--- src/rtl/pwm_multi_channel.sv ---
// Multi-channel PWM generator: shared period counter (edge or center aligned), per-channel shadowed duty.
// Latency: pwm_out/period_end registered, one cycle after the counter state they reflect.
// Backpressure: none; writes are accepted every cycle, and duty/period/mode changes apply only at period boundaries.
module pwm_multi_channel #(
    parameter int WIDTH    = 8,
    parameter int CHANNELS = 4,
    parameter int AW       = (CHANNELS > 1) ? $clog2(CHANNELS) : 1
) (
    input  logic                clk,
    input  logic                rst_n,
    input  logic                wr_en,
    input  logic [AW-1:0]       wr_addr,
    input  logic [WIDTH-1:0]    wr_data,
    input  logic [WIDTH-1:0]    period_in,
    input  logic                center_mode,
    input  logic [CHANNELS-1:0] ch_en,
    output logic [CHANNELS-1:0] pwm_out,
    output logic                period_end
);

    typedef enum logic {
        DIR_UP   = 1'b0,
        DIR_DOWN = 1'b1
    } dir_t;

    localparam logic [WIDTH-1:0] CNT_ONE = WIDTH'(1);
    localparam logic [WIDTH-1:0] P_RESET = '1;

    logic [WIDTH-1:0]    r_cnt;
    logic [WIDTH-1:0]    w_cnt_nxt;
    dir_t                r_dir;
    dir_t                w_dir_nxt;
    logic [WIDTH-1:0]    r_p_act;
    logic                r_mode_act;
    logic                w_bnd;
    logic [WIDTH-1:0]    r_duty_shadow [CHANNELS];
    logic [WIDTH-1:0]    r_duty_act    [CHANNELS];
    logic [CHANNELS-1:0] w_wr_hit;
    logic [CHANNELS-1:0] w_cmp;

    // Boundary = last counter value of the current period; the counter restarts from 0/up after it.
    always_comb begin
        w_bnd     = 1'b0;
        w_cnt_nxt = r_cnt;
        w_dir_nxt = r_dir;
        if (r_p_act == '0) begin
            w_bnd = 1'b1;
        end else if (!r_mode_act) begin
            w_bnd = (r_cnt == r_p_act);
        end else if (r_p_act == CNT_ONE) begin
            w_bnd = (r_cnt == CNT_ONE);
        end else begin
            w_bnd = (r_dir == DIR_DOWN) && (r_cnt == CNT_ONE);
        end

        if (w_bnd) begin
            w_cnt_nxt = '0;
            w_dir_nxt = DIR_UP;
        end else if (r_mode_act && (r_dir == DIR_DOWN)) begin
            w_cnt_nxt = r_cnt - CNT_ONE;
        end else if (r_mode_act && (r_cnt == r_p_act)) begin
            w_cnt_nxt = r_cnt - CNT_ONE;
            w_dir_nxt = DIR_DOWN;
        end else begin
            w_cnt_nxt = r_cnt + CNT_ONE;
        end
    end

    always_ff @(posedge clk or negedge rst_n) begin
        if (!rst_n) begin
            r_cnt      <= '0;
            r_dir      <= DIR_UP;
            r_p_act    <= P_RESET;
            r_mode_act <= 1'b0;
            period_end <= 1'b0;
        end else begin
            r_cnt      <= w_cnt_nxt;
            r_dir      <= w_dir_nxt;
            period_end <= w_bnd;
            if (w_bnd) begin
                r_p_act    <= period_in;
                r_mode_act <= center_mode;
            end
        end
    end

    for (genvar c = 0; c < CHANNELS; c++) begin : g_ch
        // Out-of-range addresses match no channel and are dropped here.
        assign w_wr_hit[c] = wr_en && (int'(wr_addr) == c);
        assign w_cmp[c]    = (r_cnt < r_duty_act[c]);

        always_ff @(posedge clk or negedge rst_n) begin
            if (!rst_n) begin
                r_duty_shadow[c] <= '0;
                r_duty_act[c]    <= '0;
            end else begin
                if (w_wr_hit[c]) begin
                    r_duty_shadow[c] <= wr_data;
                end
                if (w_bnd) begin
                    r_duty_act[c] <= w_wr_hit[c] ? wr_data : r_duty_shadow[c];
                end
            end
        end
    end

    always_ff @(posedge clk or negedge rst_n) begin
        if (!rst_n) begin
            pwm_out <= '0;
        end else begin
            pwm_out <= ch_en & w_cmp;
        end
    end

endmodule
--- config.mk ---
export PLATFORM = sky130hd
export DESIGN_NAME = pwm_multi_channel
export DESIGN_NICKNAME = d
export VERILOG_FILES = /design/src/rtl/pwm_multi_channel.sv
export SDC_FILE = /design/constraint.sdc
export NUM_CORES = 1
export LEC_CHECK = 0
export ABC_AREA = 1
export CAP_MARGIN = 20
export CORE_ASPECT_RATIO = 0.6
export CORE_UTILIZATION = 25
export DETAILED_ROUTE_END_ITERATION = 16
export PLACE_DENSITY = 0.49
export SYNTH_ARGS = -nofsm -noshare
export SYNTH_HDL_FRONTEND = slang
export SYNTH_SLANG_ARGS = --single-unit
--- constraint.sdc ---
create_clock -name clk -period 1.6 [get_ports clk]
set_input_delay 0.4 -clock clk [delete_from_list [all_inputs] [get_ports clk]]
set_output_delay 0.4 -clock clk [all_outputs]
set_load 0.02 [all_outputs]
After elaboration in Yosys (flattened, before gate mapping):

Index checks and enable logic that the tools add are counted.

* output and inout bits: 5
* input port bits: 26
* flip-flop bits (word level): 87

* reductions and logical operators: 11
* mux-type cells: 13
* magnitude comparators: 4
* bitwise logic cells: 1
* add/subtract/negate cells: 2
* equal/unequal tests: 7

Operators with widths (count)
* two-way mux 8 bit: 7
* < comparator 8 bit: 4
* equality test 8 x 1 -> 1 bit (second input constant): 2
* adder 8 x 1 -> 8 bit (second input constant): 1
* equality test 8 bit: 1
* zero test 8 bit: 1
* subtractor 8 x 1 -> 8 bit (second input constant): 1
* logical AND 1 bit: 7
* two-way mux 1 bit: 6
* bitwise AND 4 bit: 1
* equality test 2 bit (second input constant): 2
* equality test 2 x 1 -> 1 bit (second input constant): 1
* zero test 2 bit: 1
* inequality test 2 bit (second input constant): 1
* AND reduction 2 bit: 1
* nonzero test 2 bit: 1

Longest topological paths before layout:

Gate-level depths: netlist of run 1.

* depth in word-level cells: 7
* depth in mapped cells: 13
* mapped depth without buffers: 11

Worst setup path after synthesis of run 1:

Ideal clock, no wire load.

* path type: register to register
* start: register r_cnt[1]
* end: register r_p_act[1]
* arrival: 1.574 ns
* cell stages (with the launch flop): 10
* setup slack: -0.046 ns
* library setup time: 0.072 ns
* cell sequence: dfrtp_1 > inv_1 > ha_1 > nand4_1 > nor2_1 > a21oi_1 > nand2_4 > buf_8 > buf_6 > o21ai_1

* word-level cells in the longest chain between the ends: 5

RTL lines
* start, declared: line 29 `logic [WIDTH-1:0] r_cnt;`
* start signal, assigned: line 77 `r_cnt <= w_cnt_nxt;`
* equality test 8 x 1 -> 1 bit: line 51, 53
* logical AND 1 bit: line 53 `w_bnd = (r_dir == DIR_DOWN) && (r_cnt == CNT_ONE);`
* two-way mux 1 bit: line 50 `end else if (r_p_act == CNT_ONE) begin`
* two-way mux 1 bit (*): line 48 `end else if (!r_mode_act) begin`
* two-way mux 1 bit (*): line 46 `if (r_p_act == '0) begin`
* named net w_bnd: line 35 `logic w_bnd;`
* end signal, assigned: line 81 `r_p_act <= period_in;`
* end, declared: line 33 `logic [WIDTH-1:0] r_p_act;`

The timed path passes the listed nets; every way through them passes the cells marked *.
A chain may end at the register's enable or synchronous reset.

Final worst setup path of run 1:

* start: register r_p_act[0]
* end: register r_p_act[4]

* word-level cells in the longest chain between the ends: 4

RTL lines (line)
* equality test 8 x 1 -> 1 bit: 50
* two-way mux 1 bit: 50
* two-way mux 1 bit: 48
* two-way mux 1 bit (*): 46

Mark *: on every way between the ends. The rest lies on a longest branch, timed or not.

==> run_results.csv, run 1 <==
group,metric,value,unit
cts,insertion_delay,0.34,ns
worst_setup_path,path_cells,"inv_2, buf_4, nand4_1, nor2_1, a21oi_4, nand2_2, buf_6, buf_16, o21ai_2",
cells_and_area,drive_above_1_share,30.9,%
worst_setup_path,arrival,1.99,ns
routing,avgRoutedWirePerCell,14.0,um
timing,finalCritPeriodShare,107,%
worst_setup_path,timing.rr.end,"r_p_act[4]",
cells_and_area,fin_nets,689,
timing,slew_viol_final,0,
timing,tightest_slew,0.511,ns
worst_setup_path,worst_path_largest_cell_delay,0.55,ns
timing,finalWorstSetupSlack,-0.118,ns
synthesis,syn_nets,590,
placed_design,place_congestion,0.855,
synthesis,ys_types,27,
synthesis,syn_area_per_cell,8.42,sq um
global_routing,use_met3,3.25,%
global_routing,grt_pass1_vias,3697,
global_routing,grt_usage,13.6,%
timing,final-hold-violation-count,0,
cells_and_area,area_growth,40.6,%
synthesis,seq_area_frac_synth,48.7,%
die,ios,31,
power,irDropWorstVdd,0.485,mV
timing,layout_min_cycle_time,1.72,ns
cts,cts_buffer_depth,2,
routing,drt_wl_total,12200,um
timing,finalSetupViolCount,51,
worst_setup_path,rr_worst_depth,9,
routing,ant_nets,0,
global_routing,antenna_found_initial,0,
power,powerDensity,753,nW/um^2
worst_setup_path,cp-start-kind,"register",
worst_setup_path,critPathMaxFanout,5,
worst_setup_path,endpoint_kind,"register",
routing,drtPass1Iterations,4,
worst_setup_path,slowest_stage,"dfstp_2",
hold_path,hp-class,"in2async",
die,initial_utilization,25.9,%
global_routing,top_usage_layer,"met1",
die,die_y,106,um
placed_design,placed_area,5460,sq um
routing,drcViolationCount,0,
cells_and_area,seq_area,2190,sq um
worst_setup_path,critPathKind,"reg2reg",
routing,route.vias.total,3773,
run,maxCapViolCount,0,
synthesis,netlist_area,4490,sq um
worst_setup_path,critical-path-top-delay-family,"flip-flops",
global_routing,grt_max_degree,88,
cells_and_area,post-route-cell-area,6310,sq um
outcome,violations,"setup timing",
cts,cts_buffers,9,
cts,clock-root-buffer,"clkbuf_16",
outcome,outcome,"complete, but fails checks",
synthesis,syn_inst,533,
die,core,17400,sq um
cells_and_area,insertedDiodeCount,0,
placed_design,dp_hpwl,8440,um
cts,htreeDepth,3,
routing,drt-initial-drc-count,370,
die,rows,37,
power,finalPower,4.75,mW
timing,fin_worst_skew,0.00825,ns
cells_and_area,multiInputGateArea,2250,sq um
worst_setup_path,rrSetupSlack,-0.12,ns
power,leakage,3.14,nW
timing,relSlewSlack,66.0,%
worst_setup_path,cp_data_required_time,1.88,ns
cells_and_area,n_fill_cell,1792,
cts,clock-sinks,87,
timing,fmax,582,MHz
synthesis,synth_seq_cells,87,
global_routing,grtUsageMet2,19.0,%
cts,cts_tree,"built",
placed_design,io_buffers,30,
cts,path_clk_slew,0.07,ns
die,dieArea,18500,sq um
timing,rsz0062_at_grt,"yes",
global_routing,grt-ovfl-total,0,
routing,via_per_inst,4.33,
global_routing,grtUsageMet1,20.5,%
worst_setup_path,crit_buf_inv,4,
die,die_x,175,um
synthesis,yosysWarnings,0,
worst_setup_path,r2r_start,"r_p_act[0]",
global_routing,grt_pass1_wl,19300,um
-- synth_stat cells --
| library cell | n | share of area, % |
|---|---|---|
| o21ai_1 | 6 | 0.67 |
| nor2_1 | 29 | 2.4 |
| buf_8 | 2 | 0.67 |
| clkbuf_1 | 4 | 0.33 |
| buf_2 | 4 | 0.45 |
| nor2_2 | 1 | 0.14 |
| dfrtp_1 | 79 | 44 |
| buf_6 | 1 | 0.25 |
| a21oi_1 | 16 | 1.8 |
| o21a_1 | 1 | 0.17 |
| buf_4 | 5 | 0.84 |
| xnor2_1 | 3 | 0.59 |
| nor3b_1 | 4 | 0.67 |
| nand2_1 | 142 | 12 |
| a21o_1 | 3 | 0.50 |
| inv_1 | 66 | 5.5 |
| nand4_1 | 7 | 0.98 |
| dfstp_2 | 8 | 4.7 |
| nand3_2 | 1 | 0.22 |
| xor2_1 | 9 | 1.8 |
| nand3_1 | 25 | 2.8 |
| inv_2 | 9 | 0.75 |
| nand2_4 | 1 | 0.25 |
| o21ai_0 | 66 | 7.4 |
| ha_1 | 31 | 8.6 |
| nand2_2 | 5 | 0.70 |
| o21ai_2 | 5 | 0.98 |
-- worst reg2reg max path, cell delays in order, from the launching register on --
cell     delay, ns
dfstp_2       0.55
inv_2         0.04
buf_4         0.13
nand4_1       0.11
nor2_1        0.09
a21oi_4       0.20
nand2_2       0.16
buf_6         0.16
buf_16        0.13
o21ai_2       0.10
-- final cells by class --
| class | instances | area share (%) |
|---|---|---|
| Clock inverter | 5 | 0.614 |
| Tap cell | 234 | 4.64 |
| Inverter | 75 | 4.50 |
| Multi-Input combinational cell | 356 | 35.7 |
| Clock buffer | 11 | 3.85 |
| Sequential cell | 87 | 34.7 |
| Timing Repair Buffer | 103 | 16.0 |
-- flip-flops by register name, indices dropped and copies added (netlist names) --
register       cells
period_end         1
r_duty_shadow     32
pwm_out            4
r_dir              1
r_mode_act         1
r_duty_act        32
r_p_act            8
r_cnt              8
-- kinds of logic (layout without fill, tap and decap cells) --
family	Yosys count	count (layout)	share of synthesized area, %
adders and majority gates	31	31	8.64
xor gates and xnor gates	12	12	2.34
buffers and inverters	91	194	8.81
and+or+nand+nor	215	216	20.0
AOI/OAI and AO/OA	97	97	11.5
DFF	87	87	48.7
-- cells in the final DEF (no fill, tap or decap), types with 2 or more instances in the layout --
master	count
a21oi_4	2
buf_12	5
nand4_1	7
ha_2	2
inv_1	58
nand3_1	22
clkdlybuf4s50_1	24
buf_6	7
nand3_4	2
xnor2_1	3
o21ai_2	11
ha_4	3
clkbuf_16	12
nor3b_2	4
ha_1	26
nor2_2	6
dfstp_2	8
nand2_2	24
a21oi_1	8
nand2_4	9
nor2_1	19
dfrtp_1	74
dfrtp_2	5
o21ai_1	23
a21oi_2	6
nand3_2	2
inv_6	3
buf_4	57
dlygate4sd2_1	5
o21ai_0	43
a21o_1	3
inv_2	16
nand2_1	115
xor2_1	8
nor2_4	5
-- metrics by stage --
stage          hold WS [ns]  setup WS, ns  util (%)  setup TNS, ns  std cells
2_1_floorplan         0.104        0.0303         -              0        533
3_3_place_gp          0.478        -0.139      31.5          -4.52        840
3_5_place_dp          0.485        -0.164      31.5          -5.52        840
4_1_cts               0.127        -0.128      34.1          -3.55        865
5_1_grt               0.115        -0.200      36.4          -7.99        871
6_report             0.0784        -0.118      36.4          -3.70        871
-- routing by layer --
metal	part of all wire (%)	wire length, um
met2	42	5160
met5	0	0
met4	1.1	129
met3	4.8	590
met1	52	6350
-- report_power, final --
| group | switching, mW | internal (mW) |
|---|---|---|
| registers | 0.0346 | 2.33 |
| clock network | 0.922 | 1.11 |
| logic | 0.210 | 0.143 |
-- how the worst max path moves through the flow --
stage,from,to,slack (ns),depth (start not counted)
6_report,r_p_act[0],r_p_act[4],-0.12,9
5_1_grt,r_p_act[1],r_duty_act[28],-0.20,11
4_1_cts,r_p_act[0],r_cnt[6],-0.13,14
3_5_place_dp,r_p_act[0],r_duty_act[28],-0.16,11
3_3_place_gp,r_p_act[5],r_duty_act[23],-0.14,11
2_1_floorplan,r_cnt[1],r_p_act[1],0.03,9
-- what timing repair did --
| action | CTS | global route |
|---|---|---|
| gates cloned | 1 | 4 |
| endpoints found under the hold margin | 0 | 0 |
| buffers inserted | 8 | 3 |
| resized for setup | 44 | 93 |
| setup endpoints to repair | 59 | 54 |
| hold buffers | 0 | 0 |
| pin swaps | 3 | 18 |
(Power assumes the default switching activity.)
==> inputs of run 2 (changes only) <==
--- a/config.mk
+++ b/config.mk
@@ -11,6 +11,7 @@
 export CORE_UTILIZATION = 25
 export DETAILED_ROUTE_END_ITERATION = 16
 export PLACE_DENSITY = 0.49
+export SLEW_MARGIN = 15
 export SYNTH_ARGS = -nofsm -noshare
 export SYNTH_HDL_FRONTEND = slang
 export SYNTH_SLANG_ARGS = --single-unit
==> results of run 2 <==
Same layout as run 1: the final DEF is identical, and so are final timing and power.
==> inputs of run 3 (changes only) <==
--- a/config.mk
+++ b/config.mk
@@ -10,6 +10,7 @@
 export CORE_ASPECT_RATIO = 0.6
 export CORE_UTILIZATION = 25
 export DETAILED_ROUTE_END_ITERATION = 16
+export GPL_ROUTABILITY_DRIVEN = 0
 export PLACE_DENSITY = 0.49
 export SLEW_MARGIN = 15
 export SYNTH_ARGS = -nofsm -noshare
==> results of run 3 <==
Same layout as run 1: the final DEF is identical, and so are final timing and power.
